**config.mk**
```make
export PLATFORM = sky130hd
export DESIGN_NAME = fetch_unit
export DESIGN_NICKNAME = d
export VERILOG_FILES = /design/src/rtl/fetch_unit.sv
export SDC_FILE = /design/constraint.sdc
export NUM_CORES = 1
export LEC_CHECK = 0
export BUFFER_PORTS_ARGS = -buffer_cell sky130_fd_sc_hd__buf_2
export CORE_MARGIN = 2
export CORE_UTILIZATION = 36
export DETAILED_ROUTE_END_ITERATION = 6
export PLACE_DENSITY = 0.65
export SLEW_MARGIN = 15
export SYNTH_ARGS = -nofsm -noshare
export SYNTH_HDL_FRONTEND = slang
export SYNTH_SLANG_ARGS = --single-unit
export TNS_END_PERCENT = 10
```
**constraint.sdc**
```tcl
create_clock -name clk -period 2.57 [get_ports clk]
set_input_delay 0.257 -clock clk [delete_from_list [all_inputs] [get_ports clk]]
set_output_delay 0.257 -clock clk [all_outputs]
set_load 0.01 [all_outputs]
```
**src/rtl/fetch_unit.sv**
```systemverilog
// rtl/fetch_unit.sv - instruction fetch stage with req/ack imem port, 1-entry skid and redirect drain
module fetch_unit #(
  parameter logic [31:0] RESET_PC  = 32'h0000_0000,
  parameter logic [31:0] NOP_INSTR = 32'h0000_0013
) (
  input  logic        clk,
  input  logic        rst,
  output logic        imem_req,
  output logic [31:0] imem_addr,
  input  logic        imem_ack,
  input  logic [31:0] imem_rdata,
  input  logic        redirect_valid,
  input  logic [31:0] redirect_pc,
  output logic        out_valid,
  input  logic        out_ready,
  output logic [31:0] out_instr,
  output logic [31:0] out_pc,
  output logic [31:0] out_pc_plus4
);

  typedef enum logic {RUN, DRAIN} state_t;

  state_t      state, state_nx;
  logic [31:0] fetch_pc;
  logic [31:0] pending_pc;
  logic [31:0] instr_q;
  logic        skid_valid;
  logic [31:0] skid_instr;
  logic [31:0] skid_pc;
  logic        ack_ok;
  logic        xfer;
  logic [31:0] target;

  assign target       = redirect_pc & 32'hFFFF_FFFC;
  assign imem_addr    = fetch_pc;
  assign ack_ok       = imem_req && imem_ack;
  assign xfer         = out_valid && out_ready;
  assign out_instr    = out_valid ? instr_q : NOP_INSTR;
  assign out_pc_plus4 = out_pc + 32'd4;

  always_ff @(posedge clk) begin
    if (rst) state <= RUN;
    else     state <= state_nx;
  end

  always_comb begin
    state_nx = state;
    imem_req = 1'b0;
    if (!rst) begin
      imem_req = (state == DRAIN) ? 1'b1 : !skid_valid;
    end
    // A request still waiting at redirect time must be finished before the new PC is used
    if (redirect_valid) begin
      state_nx = (imem_req && !imem_ack) ? DRAIN : RUN;
    end else if (state == DRAIN && imem_ack) begin
      state_nx = RUN;
    end
  end

  always_ff @(posedge clk) begin
    if (rst) begin
      fetch_pc   <= RESET_PC;
      pending_pc <= RESET_PC;
      out_valid  <= 1'b0;
      out_pc     <= RESET_PC;
      instr_q    <= NOP_INSTR;
      skid_valid <= 1'b0;
      skid_instr <= NOP_INSTR;
      skid_pc    <= RESET_PC;
    end else if (redirect_valid) begin
      out_valid  <= 1'b0;
      skid_valid <= 1'b0;
      if (imem_req && !imem_ack) pending_pc <= target;
      else                       fetch_pc   <= target;
    end else if (state == DRAIN) begin
      if (imem_ack) fetch_pc <= pending_pc;
    end else begin
      if (xfer) begin
        if (skid_valid) begin
          instr_q    <= skid_instr;
          out_pc     <= skid_pc;
          skid_valid <= 1'b0;
        end else begin
          out_valid <= 1'b0;
        end
      end
      // In RUN an ack implies the skid is empty, so it never collides with the skid move above
      if (ack_ok) begin
        fetch_pc <= fetch_pc + 32'd4;
        if (!out_valid || out_ready) begin
          instr_q   <= imem_rdata;
          out_pc    <= fetch_pc;
          out_valid <= 1'b1;
        end else begin
          skid_instr <= imem_rdata;
          skid_pc    <= fetch_pc;
          skid_valid <= 1'b1;
        end
      end
    end
  end

endmodule

```
==> results.yml <==
detailed_routing:
  highest-signal-layer: "met4"
  drc: 0
  vias: 8746
  firstDrtPassIters: 5
  drtIter0Drc: 766
  wl_per_cell_um: 15.9
  viasPerCell: 5.18
  dr_wl_met3_um: 1700
  dr_wl_met2_um: 11700
  totalWireLength_um: 26900
  drt-met1-wl_um: 13200
  ant_nets: 0
synthesis:
  syn_area_sq_um: 9260
  yosys.area.top_type: "dfxtp_1"
  synth-edff-count: 0
  synth-seq-cells: 189
  avgSynthCellArea_sq_um: 7.74
  ys_seq_area_frac: 0.409
  yosys_warnings: 0
  async_flop_share: 0
  synth_top_area_share: 0.409
  synthTopCellsByArea: "dfxtp_1, nand2_1, a21oi_1"
  netlist_instances: 1196
  ys.flop_type: "dfxtp_1"
  ys_types: 65
placed_design:
  dpl.hpwl_um: 18200
  dp_slack_ps: 454
  routabilityCongestion: 0.848
  port-buffer-count: 194
global_route:
  track_usage: 0.198
  grt_max_degree: 107
  antenna_found_initial: 0
  gr-total-overflow: 0
  grt_pass1_vias: 7844
  grt_pass1_wl_um: 42500
floorplanning:
  fp.dieH_um: 164
  rows: 58
  num_io_pins: 199
  coreArea_sq_um: 25200
  die_w_um: 164
  initial_core_util: 0.368
  dieArea_sq_um: 27000
run_status:
  outcome: "finished, final reports clean"
sta:
  clock-skew-final_ps: 14.0
  fin_setup_tns_ps: 0
  hold_violations: 0
  hold_slack_ps: 60.3
  min_period_over_period: 0.952
  fmax_ghz: 0.409
  setup_violations: 0
  finalCriticalPeriod_ps: 2450
  relSlewSlack: 0.327
  layout_setup_ws_ps: 123
  worst_pin_slew_ps: 1010
  finalMaxSlewViolations: 0
power_and_ir_drop:
  p_leak_nw: 4.65
  power_w: 0.00668
  powerDensity_nw_per_um2: 595
  vdd_drop_max_uv: 333
critical_path:
  ff2ff_setup_slack_ps: 400
  cp_max_fo: 8
  worst-path-buf-inv: 2
  cp-start-kind: "flop"
  reg2reg_from: "state"
  end_kind: "primary output"
  cp_slowest_cell: "dfxtp_1"
  critical_path.max_stage_delay_ps: 460
  crit_chain: "and4_1 > and2_1 > nand4_1 > buf_4 > nor3_1 > xor2_1 > buf_2"
  rr_worst_depth: 6
  crit_arrival_ps: 2190
  cp_top_family: "simple AND/OR/NAND/NOR gates"
  criticalPathCategory: "reg2out"
  r2r-end: "skid_pc[20]"
  cp.required_ps: 2310
job:
  maxCapViolations: 0
clock_network:
  cts_max_level: 4
  root_buffer: "clkbuf_16"
  cts_buffers: 17
  numClockSinks: 189
  clk_latency_ps: 430
  clk_pin_slew_worst_paths_ps: 90
  clock_path_buffers: 2
  cts_tree: "done"
cells_and_area:
  final_cell_mix: "nand2_1, buf_2, dfxtp_1, a21oi_1, nor2_1"
  syn_to_final_growth_pct: 21.2
  antenna_cells: 0
  layout.nets: 1418
  layout-drive-gt1-share: 0.213
  layout_commonest_cell: "nand2_1"
worst_hold_path:
  min_path_cells: 3
  hp-class: "in2reg"
  min_to: "skid_instr[20]"
  hp-start: "imem_rdata[20]"
[where the power goes]
part           internal (W)  total [W]  switching (W)
Sequential          0.00303    0.00315       0.000118
Clock               0.00142    0.00275        0.00133
Combinational      0.000308   0.000786       0.000479
[logic make-up after synthesis]
kind of cell | synth area share
AO/OA/AOI/OAI | 0.196
XOR/XNOR | 0.0341
adder cells (fa/ha/maj) | 0.00270
buffers and inverters | 0.0592
flip-flops | 0.409
multiplexers | 0.0533
other | 0.000405
AND/OR/NAND/NOR | 0.246
[worst register-to-register path, cell delays in order, from the launching register on]
cell and delay [ps]:
dfxtp_1 520, nand2b_1 270, nand2_1 100, or4_2 690, buf_12 250, nand2_1 120, a21oi_1 60
[layout make-up]
cell class | count | area [sq um]
Sequential cell | 189 | 3790
Clock inverter | 15 | 195
Tap cell | 330 | 413
Fill cell | 2571 | 14000
Inverter | 24 | 90.1
Multi-Input combinational cell | 883 | 4990
Timing Repair Buffer | 232 | 1320
Clock buffer | 17 | 425
[state kept, by name, indices dropped and copies added (netlist names)]
signal	count
imem_addr	30
instr_q	32
skid_pc	30
state	1
skid_instr	32
skid_valid	1
out_valid	1
out_pc	32
pending_pc	30
[routing by layer]
metal  GRT usage  up-vias
met5           0        -
met4      0.0502        0
met3      0.0323       26
met2       0.296      296
met1       0.294     3984
li1            -     4440
[synthesized netlist by cell type (10+ instances only)]
cell type / instances
a211oi_1: 57
a21oi_1: 141
and2_1: 31
and3_1: 15
and4_1: 12
buf_2: 21
buf_4: 12
clkbuf_1: 58
dfxtp_1: 189
inv_1: 24
mux2i_1: 47
nand2_1: 246
nand3_1: 28
nand4_1: 10
nor2_1: 104
nor3_1: 19
o21ai_0: 42
xnor2_1: 16
xor2_1: 20
[worst max-delay path by stage]
stage | start | endpoint | slack (ps) | depth (start not counted)
final | out_pc[17] | out_pc_plus4[30] | 120 | 7
after global routing | out_pc[17] | out_pc_plus4[30] | -5 | 7
after CTS | out_pc[2] | out_pc_plus4[30] | 3 | 7
after detailed placement | out_pc[9] | out_pc_plus4[30] | 450 | 6
after global placement | rst | imem_addr[29] | 450 | 6
after floorplan | imem_addr[7] | imem_addr[22] | 660 | 7
[per-stage QoR]
step / utilization / area (sq um) / cells
floorplan: - / 9260 / 1197
global placement: 0.420 / 10600 / 1657
detailed placement: 0.420 / 10600 / 1657
CTS: 0.444 / 11200 / 1689
global route: 0.446 / 11200 / 1690
finish: 0.446 / 11200 / 1690
[repair_timing]
item	CTS	global route
hold buffers	0	0
setup buffers	0	1
gates resized for setup	1	8
pin swaps	0	0
endpoints found under the setup margin	4	12
Power figures use the tool's default switching activity.
